[config.mk]
export PLATFORM = sky130hd
export DESIGN_NAME = sram_like_arbiter
export DESIGN_NICKNAME = d
export VERILOG_FILES = /design/src/rtl/sram_like_arbiter.sv
export SDC_FILE = /design/constraint.sdc
export NUM_CORES = 1
export LEC_CHECK = 0
export CAP_MARGIN = 10
export CORE_AREA = 3 3 121 123
export DETAILED_ROUTE_END_ITERATION = 6
export DIE_AREA = 0 0 124 126
export DONT_BUFFER_PORTS = 1
export SETUP_SLACK_MARGIN = 0.3
export SLEW_MARGIN = 20
export SYNTH_ARGS = -nofsm -noshare
export SYNTH_HDL_FRONTEND = slang
export SYNTH_SLANG_ARGS = --single-unit
[constraint.sdc]
create_clock -name clk -period 4.3 [get_ports clk]
set_input_delay 1.29 -clock clk [delete_from_list [all_inputs] [get_ports clk]]
set_output_delay 1.29 -clock clk [all_outputs]
set_load 0.02 [all_outputs]
[src/rtl/sram_like_arbiter.sv]
// Merges the core's instruction and data SRAM-like ports onto one single-outstanding memory bus.
// Data wins by default; a starvation counter forces instruction fetch ahead after STARVE_MAX data grants.
//
// state | meaning
// IDLE  | no transaction outstanding; requests may be granted
// BUSY  | one transaction outstanding, waiting for mem_rvalid
module sram_like_arbiter #(
  parameter int STARVE_MAX = 4
) (
  input  logic        clk,
  input  logic        reset,
  input  logic        inst_req,
  input  logic        inst_wr,
  input  logic [3:0]  inst_wstrb,
  input  logic [31:0] inst_addr,
  input  logic [31:0] inst_wdata,
  output logic        inst_addr_ok,
  output logic        inst_data_ok,
  output logic [31:0] inst_rdata,
  input  logic        data_req,
  input  logic        data_wr,
  input  logic [3:0]  data_wstrb,
  input  logic [31:0] data_addr,
  input  logic [31:0] data_wdata,
  output logic        data_addr_ok,
  output logic        data_data_ok,
  output logic [31:0] data_rdata,
  output logic        mem_req,
  output logic [3:0]  mem_we,
  output logic [31:0] mem_addr,
  output logic [31:0] mem_wdata,
  input  logic        mem_gnt,
  input  logic        mem_rvalid,
  input  logic [31:0] mem_rdata
);

  localparam int CW = $clog2(STARVE_MAX + 1);

  typedef enum logic {IDLE, BUSY} state_t;

  state_t          state, state_nxt;
  logic            owner;
  logic [CW-1:0]   starve_cnt;
  logic            sel_data;
  logic            grant;
  logic            resp;

  // Instruction is forced ahead only when it is waiting and data has had its full run.
  assign sel_data = data_req & ~(inst_req & (starve_cnt == CW'(STARVE_MAX)));

  always_ff @(posedge clk or posedge reset) begin
    if (reset) state <= IDLE;
    else       state <= state_nxt;
  end

  always_comb begin
    state_nxt    = state;
    mem_req      = 1'b0;
    mem_we       = 4'b0;
    mem_addr     = 32'b0;
    mem_wdata    = 32'b0;
    inst_addr_ok = 1'b0;
    data_addr_ok = 1'b0;
    grant        = 1'b0;
    resp         = 1'b0;
    case (state)
      IDLE: begin
        mem_req = inst_req | data_req;
        if (mem_req) begin
          mem_addr  = sel_data ? data_addr  : inst_addr;
          mem_wdata = sel_data ? data_wdata : inst_wdata;
          mem_we    = sel_data ? (data_wr ? data_wstrb : 4'b0)
                               : (inst_wr ? inst_wstrb : 4'b0);
        end
        if (mem_req & mem_gnt) begin
          grant        = 1'b1;
          inst_addr_ok = ~sel_data;
          data_addr_ok = sel_data;
          state_nxt    = BUSY;
        end
      end
      BUSY: begin
        if (mem_rvalid) begin
          resp      = 1'b1;
          state_nxt = IDLE;
        end
      end
      default: state_nxt = IDLE;
    endcase
  end

  always_ff @(posedge clk or posedge reset) begin
    if (reset) begin
      owner      <= 1'b0;
      starve_cnt <= '0;
    end else if (grant) begin
      owner <= sel_data;
      if (sel_data & inst_req) begin
        if (starve_cnt != CW'(STARVE_MAX)) starve_cnt <= starve_cnt + 1'b1;
      end else begin
        starve_cnt <= '0;
      end
    end
  end

  always_ff @(posedge clk or posedge reset) begin
    if (reset) begin
      inst_data_ok <= 1'b0;
      data_data_ok <= 1'b0;
      inst_rdata   <= 32'b0;
      data_rdata   <= 32'b0;
    end else begin
      inst_data_ok <= resp & ~owner;
      data_data_ok <= resp & owner;
      if (resp & ~owner) inst_rdata <= mem_rdata;
      if (resp & owner)  data_rdata <= mem_rdata;
    end
  end

endmodule

* Word-level counts from Yosys, hierarchy flattened *
Index checks and enable logic that the tools add are counted.

word-level totals
  output and inout port bits = 137
  register bits = 71

operators by class
  add/sub/neg operators = 1
  multiplexer cells = 24
  bitwise logic cells = 11
  reduce and logical (&&, ||, !) cells = 1
  eq/ne operators = 3

operators with widths
  operator             number
  $mux 32              6
  $mux 4               5
  $mux 1               10
  $and 1x1->1          6
  $mux 3               2
  $not 1->1            4
  $add 3x1->3 const B  1
  $eq 3x3->1 const B   1
  $ne 3x3->1 const B   1
  $ne 2x1->1 const B   1
  $pmux 1 s2           1
  $reduce_and 2->1     1
  $or 1x1->1           1

* Longest topological paths before layout *
Gate-level depths: netlist of run 1.

  word-level depth = 7
  mapped depth = 8
  gate-level depth less buffers = 5

* Least setup slack after synthesis of run 1 *
No wires, ideal clock.

  path type = input port to output port
  from = input port inst_req
  to = output port mem_addr[0]
  cell stages on the path = 5
  buffers on the path = 2
  arrival = 2292 ps
  setup slack = 718 ps
  cell sequence = nand3_2 -> and2_4 -> buf_6 -> clkbuf_1 -> o21ai_0

between the ends
  word-level cells in the longest chain between the ends = 6

RTL lines
  what         RTL line  RTL
  from (decl)  12        input logic inst_req,
  $and 1x1->1  49        assign sel_data = data_req & ~(inst_req & (starve_cnt == CW'(STARVE_MAX)));
  $not 1->1    49
  $and 1x1->1  49
  $mux 32      70        mem_addr = sel_data ? data_addr : inst_addr;
  $mux 32 (*)  69        if (mem_req) begin
  $mux 32 (*)  66        case (state)
  to (decl)    30        output logic [31:0] mem_addr,

Mark *: on every way between the ends. The rest lies on a longest branch, timed or not.

* Worst setup path in the final report of run 1 *
  from = input port data_req
  to = output port mem_addr[28]

between the ends
  word-level cells in the longest chain between the ends = 4

RTL lines
  what         RTL line  RTL
  from (decl)  20        input logic data_req,
  $and 1x1->1  49
  $mux 32      70
  $mux 32 (*)  69
  $mux 32 (*)  66

Marked as above.

==> flow_summary_export.csv, run 1 <==
group,metric,value,unit
timing,fin_ws,0.446,ns
die,die_h,126,um
logic_synthesis,syn_nets,587,
logic_synthesis,synth_cells,409,
cells_and_area,final_cell_mix,"dfrtp_1 (71), buf_4 (71), nand2_1 (65), mux2_2 (64), nand4_1 (64)",
logic_synthesis,synth_flop_cell,"dfrtp_1",
routing,dr.pass1.iters,4,
cells_and_area,fillCellCount,1431,
worst_setup_path,cp-end-kind,"primary output",
global_route,antenna_found_initial,3,
routing,drt_iter0_drc,170,
die,die_x,124,um
global_route,gr-total-overflow,0,
global_route,grt_pass1_wl,20400,um
logic_synthesis,avgSynthCellArea,9.67,um^2
clock_tree,cts_setup_buffers,0,
clock_tree,cts_tree,"built",
timing,finClkSkew,0.00533,ns
worst_setup_path,critPathKind,"in -> out",
logic_synthesis,yosys_warnings,0,
worst_setup_path,worstPathRequired,3.01,ns
routing,wl_per_cell,22.9,um
cells_and_area,multi_input_area,0.00195,mm^2
clock_tree,ctsHtreeMaxLevel,3,
place,dpl.cell_count,618,
clock_tree,clk_latency,0.33,ns
die,rows,43,
global_route,grt_pass1_vias,3553,
timing,setup_violations,0,
logic_synthesis,ys_seq_area_share,44.9,%
logic_synthesis,yosysUniqueCellTypes,27,
clock_tree,cts_buffer_depth,2,
timing,drv_slew,0,
logic_synthesis,synth_edf_count,0,
clock_tree,cts_buffers,9,
logic_synthesis,synth_area_leaders,"dfrtp_1 (45%), mux2_2 (18%), nand4_1 (10%)",
routing,drc,0,
timing,hold_viol_final,0,
die,core,0.0138,mm^2
worst_setup_path,cp_max_fo,69,
place,placed_area,0.00453,mm^2
clock_tree,clock_sinks,71,
routing,via_per_inst,5.44,
routing,wirelength,14600,um
outcome,status,"completed",
global_route,grt_max_degree,70,
worst_setup_path,cp_data_arrival_time,2.56,ns
timing,finalCritPeriodShare,89.6,%
routing,drtAntennaViolNets,0,
timing,slew_headroom,47.1,%
clock_tree,ctsResizeCount,0,
place,io_buffer_count,0,
pwr,p_leak,2.08,nW
cells_and_area,fin_nets,627,
logic_synthesis,async_flop_share,100,%
place,gp_congestion,0.839,
run,cap_violations,0,
timing,rsz0062_at_grt,"no",
pwr,power_density,618,mW/mm^2
worst_setup_path,cp-start-kind,"input pin",
clock_tree,clockRootBuffer,"clkbuf_16",
cells_and_area,area_delta_synth_final,22.4,%
place,place_ws,0.489,ns
logic_synthesis,ys_ff_latch,71,
die,pin_count,313,
cells_and_area,instances_no_fill,637,
die,dieArea,0.0156,mm^2
cells_and_area,stdcell_area,0.00484,mm^2
pwr,ir_drop,0.395,mV
die,floorplan.initialDensity,28.7,%
pwr,power,2.99,mW
logic_synthesis,synth_top_area_share,44.9,%
clock_tree,clkTransAtPathRegs,0.05,ns
hold_path,min_path_cells,1,
timing,max_freq,0.259,GHz
timing,tightest_slew,0.792,ns
cells_and_area,drive_gt1_share,36.6,%
place,dp_hpwl,11400,um
logic_synthesis,syn_area,0.00396,mm^2
timing,fin_setup_tns,0,ns
cells_and_area,regArea,0.00178,mm^2
hold_path,hold_path_class,"reg -> reg",
clock_tree,postCtsHoldBufs,0,
logic_synthesis,synth_top_area_cell,"dfrtp_1",
timing,min_period,3.85,ns
worst_setup_path,reg2regPathDepth,6,
global_route,grt_usage,17.3,%
routing,num_vias,3463,
worst paths after layout:
| kind | start | endpoint | slack, ns |
|---|---|---|---|
| max in group asynchronous | reset | data_rdata[31]$_DFFE_PP0P_ | 2.40 |
| min in group asynchronous | reset | inst_rdata[24]$_DFFE_PP0P_ | 0.99 |
| setup / recovery | data_req | mem_addr[28] | 0.45 |
| hold reg to reg | owner$_DFFE_PP0P_ | owner$_DFFE_PP0P_ | 0.49 |
| hold / removal | owner$_DFFE_PP0P_ | owner$_DFFE_PP0P_ | 0.49 |
| setup reg to reg | starve_cnt[0]$_DFFE_PP0P_ | starve_cnt[1]$_DFFE_PP0P_ | 2.57 |
worst max-delay path: stages:
cell,delay [ns]
o21ba_2,0.50
buf_4,0.32
nand2_1,0.07
o21ai_0,0.18
buf_4,0.18
report_power, final:
| group | internal [mW] | total, mW | leakage [nW] | switching, mW |
|---|---|---|---|---|
| clock | 0.454 | 0.740 | 0.139 | 0.286 |
| combinational | 0.355 | 0.713 | 1.10 | 0.358 |
| sequential | 0.957 | 1.54 | 0.849 | 0.580 |
state kept, by name, indices dropped and copies added, names as in the netlist:
signal / cells
inst_data_ok: 1
inst_rdata: 32
owner: 1
starve_cnt: 3
data_data_ok: 1
state: 1
data_rdata: 32
routing by layer:
| layer | wire [um] | global-route usage (%) | part of all wire (%) | up-vias |
|---|---|---|---|---|
| li1 | - | - | - | 1564 |
| met2 | 7650 | 30.7 | 52 | 207 |
| met4 | 262 | 7.80 | 1.8 | 0 |
| met1 | 4690 | 16.5 | 32 | 1677 |
| met3 | 1970 | 8.85 | 14 | 15 |
| met5 | 0 | 0 | 0 | - |
through the flow:
step | hold WS (ns) | utilization, %
2_1_floorplan | 0.464 | -
3_3_place_gp | 0.472 | 32.9
3_5_place_dp | 0.484 | 32.9
4_1_cts | 0.497 | 35.1
5_1_grt | 0.511 | 35.1
6_report | 0.491 | 35.1
Yosys cell counts, types with 2 or more instances:
cell type   n
buf_6       3
clkbuf_1   17
ha_1        2
dfrtp_1    71
nand3_1     9
inv_1       7
nor2b_1     2
o21ai_2     9
nand4_1    64
mux2_2     64
nand2_1    65
buf_2      17
mux2i_1     4
o21ai_0    57
buf_1       6
cells by family (layout without fill, tap and decap cells):
family          count (synthesis)  after routing  share of synthesized area, %
compound gates                 72             72                          10.5
fa+ha+maj                       2              2                         0.633
buf+inv                        50             95                          5.85
flops                          71             71                          44.9
mux                            68             68                          19.2
other cells                     0              3                             0
simple gates                  146            146                          18.9
cell type report:
cell class	count	share of cell area, %
antenna	3	0.155
clock buffer	9	4.65
clock inverter	7	1.63
inverter	7	0.543
multi-input combinational	288	40.2
sequential	71	36.7
tap	180	4.65
timing repair buffer	72	11.4
Note: power is estimated with default switching activity, not from simulation.
==> run 2: changes to the inputs <==
--- a/config.mk
+++ b/config.mk
@@ -10,7 +10,7 @@
 export DETAILED_ROUTE_END_ITERATION = 6
 export DIE_AREA = 0 0 124 126
 export DONT_BUFFER_PORTS = 1
-export SETUP_SLACK_MARGIN = 0.3
+export SETUP_SLACK_MARGIN = 0.2
 export SLEW_MARGIN = 20
 export SYNTH_ARGS = -nofsm -noshare
 export SYNTH_HDL_FRONTEND = slang
==> results of run 2 <==
Same layout as run 1: the final DEF is identical, and so are final timing and power.
==> run 3: changes to the inputs <==
--- a/config.mk
+++ b/config.mk
@@ -6,12 +6,14 @@
 export NUM_CORES = 1
 export LEC_CHECK = 0
 export CAP_MARGIN = 10
+export CELL_PAD_IN_SITES_DETAIL_PLACEMENT = 1
+export CELL_PAD_IN_SITES_GLOBAL_PLACEMENT = 1
 export CORE_AREA = 3 3 121 123
 export DETAILED_ROUTE_END_ITERATION = 6
 export DIE_AREA = 0 0 124 126
 export DONT_BUFFER_PORTS = 1
+export PLACE_DENSITY_LB_ADDON = 0.1
 export SETUP_SLACK_MARGIN = 0.2
-export SLEW_MARGIN = 20
 export SYNTH_ARGS = -nofsm -noshare
 export SYNTH_HDL_FRONTEND = slang
 export SYNTH_SLANG_ARGS = --single-unit
==> constraint.sdc (replaced) <==
create_clock -name clk -period 4.3 [get_ports clk]
set_input_delay 1.29 -clock clk [delete_from_list [all_inputs] [get_ports clk]]
set_output_delay 1.29 -clock clk [all_outputs]
set_load 0.05 [all_outputs]
==> flow_summary_export.csv, run 3 (same netlist as run 1, synthesis figures left out) <==
group,metric,value,unit
routing,wirelength,14900,um
cells_and_area,fin_nets,635,
worst_setup_path,critPathTopFamily,"compound AO/OA/AOI/OAI gates",
clock_tree,ctsResizeCount,0,
clock_tree,ctsHtreeMaxLevel,3,
timing,max_freq,0.256,GHz
routing,drt_iter0_drc,110,
global_route,gr-total-overflow,0,
worst_setup_path,cp_data_arrival_time,2.61,ns
worst_setup_path,reg2reg_slack,2.28,ns
timing,finalCritPeriodShare,90.8,%
clock_tree,clkTransAtPathRegs,0.06,ns
routing,drtAntennaViolNets,0,
clock_tree,clk_latency,0.32,ns
worst_setup_path,critPathMostFrequentCell,"buf_4",
run,cap_violations,0,
clock_tree,cts_buffer_depth,2,
clock_tree,clockRootBuffer,"clkbuf_16",
global_route,grt_max_degree,70,
cells_and_area,n_antenna_cell,0,
timing,slew_headroom,41.2,%
timing,drv_slew,0,
die,core,0.0138,mm^2
die,pin_count,313,
cells_and_area,top_regs,"data_rdata: 32 flops, inst_rdata: 32 flops, starve_cnt: 3 flops",
routing,wl_per_cell,23.3,um
routing,drc,0,
worst_setup_path,crit_buf_inv,2,
worst_setup_path,worstPathCellList,"o21ba_4 > buf_4 > nand2_1 > o21ai_1 > buf_4",
global_route,grt_usage,18.0,%
place,io_buffer_count,0,
pwr,power,3.78,mW
worst_setup_path,slowest_delay,0.47,ns
timing,finClkSkew,0.00622,ns
clock_tree,postCtsHoldBufs,0,
cells_and_area,final_common_cell,"dfrtp_1",
clock_tree,cts_setup_buffers,0,
die,floorplan.initialDensity,28.7,%
timing,tightest_slew,0.882,ns
pwr,power_density,760,mW/mm^2
worst_setup_path,slowest_stage,"o21ba_4",
cells_and_area,area_delta_synth_final,25.8,%
worst_setup_path,worstPathRequired,3.01,ns
timing,min_period,3.90,ns
routing,dr.pass1.iters,6,
clock_tree,cts_buffers,9,
global_route,antenna_found_initial,0,
routing,num_vias,3489,
timing,hold_viol_final,0,
die,die_x,124,um
cells_and_area,final_cell_mix,"dfrtp_1 (71), buf_4 (70), nand2_1 (65), mux2_2 (64), nand4_1 (64)",
worst_setup_path,startpoint,"data_req",
timing,setup_violations,0,
global_route,grt_pass1_wl,21600,um
worst_setup_path,cp-end-kind,"primary output",
worst_setup_path,worstReg2RegStart,"starve_cnt[0]$_DFFE_PP0P_",
routing,via_per_inst,5.44,
pwr,p_leak,2.15,nW
outcome,status,"completed",
worst_setup_path,critPathKind,"in -> out",
place,dp_hpwl,11100,um
hold_path,hold_path_class,"reg -> reg",
worst_setup_path,cp_max_fo,69,
place,gp_congestion,0.741,
clock_tree,clock_sinks,71,
die,dieArea,0.0156,mm^2
die,rows,43,
clock_tree,cts_tree,"built",
timing,fin_setup_tns,0,ns
timing,rsz0062_at_grt,"no",
die,die_h,126,um
hold_path,hold_path_startpoint,"owner$_DFFE_PP0P_",
global_route,grt_pass1_vias,3664,
worst_setup_path,cp-start-kind,"input pin",
pwr,ir_drop,0.457,mV
cells_and_area,drive_gt1_share,37.5,%
[run 3: changes by cell type in the layout (fill, tap and decap cells not counted), moves of 2 or more]
cell / delta
o21ai_0: -55
diode_2: -3
clkinv_2: +3
clkinvlp_4: -2
inv_6: -3
o21ai_1: +55
buf_12: +9
[run 3: layout make-up]
| type | count | area (um^2) |
|---|---|---|
| fill | 1604 | 8800 |
| sequential | 71 | 1780 |
| inverter | 7 | 26.3 |
| clock buffer | 11 | 243 |
| clock inverter | 4 | 22.5 |
| timing repair buffer | 80 | 726 |
| tap | 180 | 225 |
| multi-input combinational | 288 | 1960 |
[run 3: path summary, 6_finish.rpt]
check	end	depth (start not counted)
worst max-delay path	mem_addr[21]	5
worst min-delay path	owner$_DFFE_PP0P_	1
worst max register to register	starve_cnt[1]$_DFFE_PP0P_	7
worst min register to register	owner$_DFFE_PP0P_	1
max in group asynchronous	inst_rdata[12]$_DFFE_PP0P_	2
min in group asynchronous	inst_rdata[3]$_DFFE_PP0P_	1
[run 3: where the power goes]
group | total [mW] | switching [mW] | leakage [nW] | internal [mW]
logic | 0.938 | 0.537 | 1.17 | 0.402
clock network | 0.654 | 0.255 | 0.131 | 0.399
registers | 2.19 | 1.25 | 0.849 | 0.939
total | 3.78 | 2.04 | 2.15 | 1.74
[run 3: routing by layer]
metal	wire [um]	global-route usage, %	vias up	part of all wire (%)
li1	-	-	1574	-
met1	4980	19.0	1731	33
met2	7900	32.4	169	53
met3	1810	7.36	15	12
met4	220	5.28	0	1.5
met5	0	0	-	0
[run 3: per-stage QoR]
stage	util, %	hold slack (ns)	setup WS [ns]	instance area [um^2]	cells
final	36.1	0.523	0.397	4980	641
after global routing	36.1	0.555	0.322	4980	641
after CTS	36.1	0.526	0.453	4980	641
after detailed placement	34.2	0.510	0.462	4710	626
after global placement	34.2	0.505	0.488	4710	626
after floorplan	-	0.464	0.107	3960	409
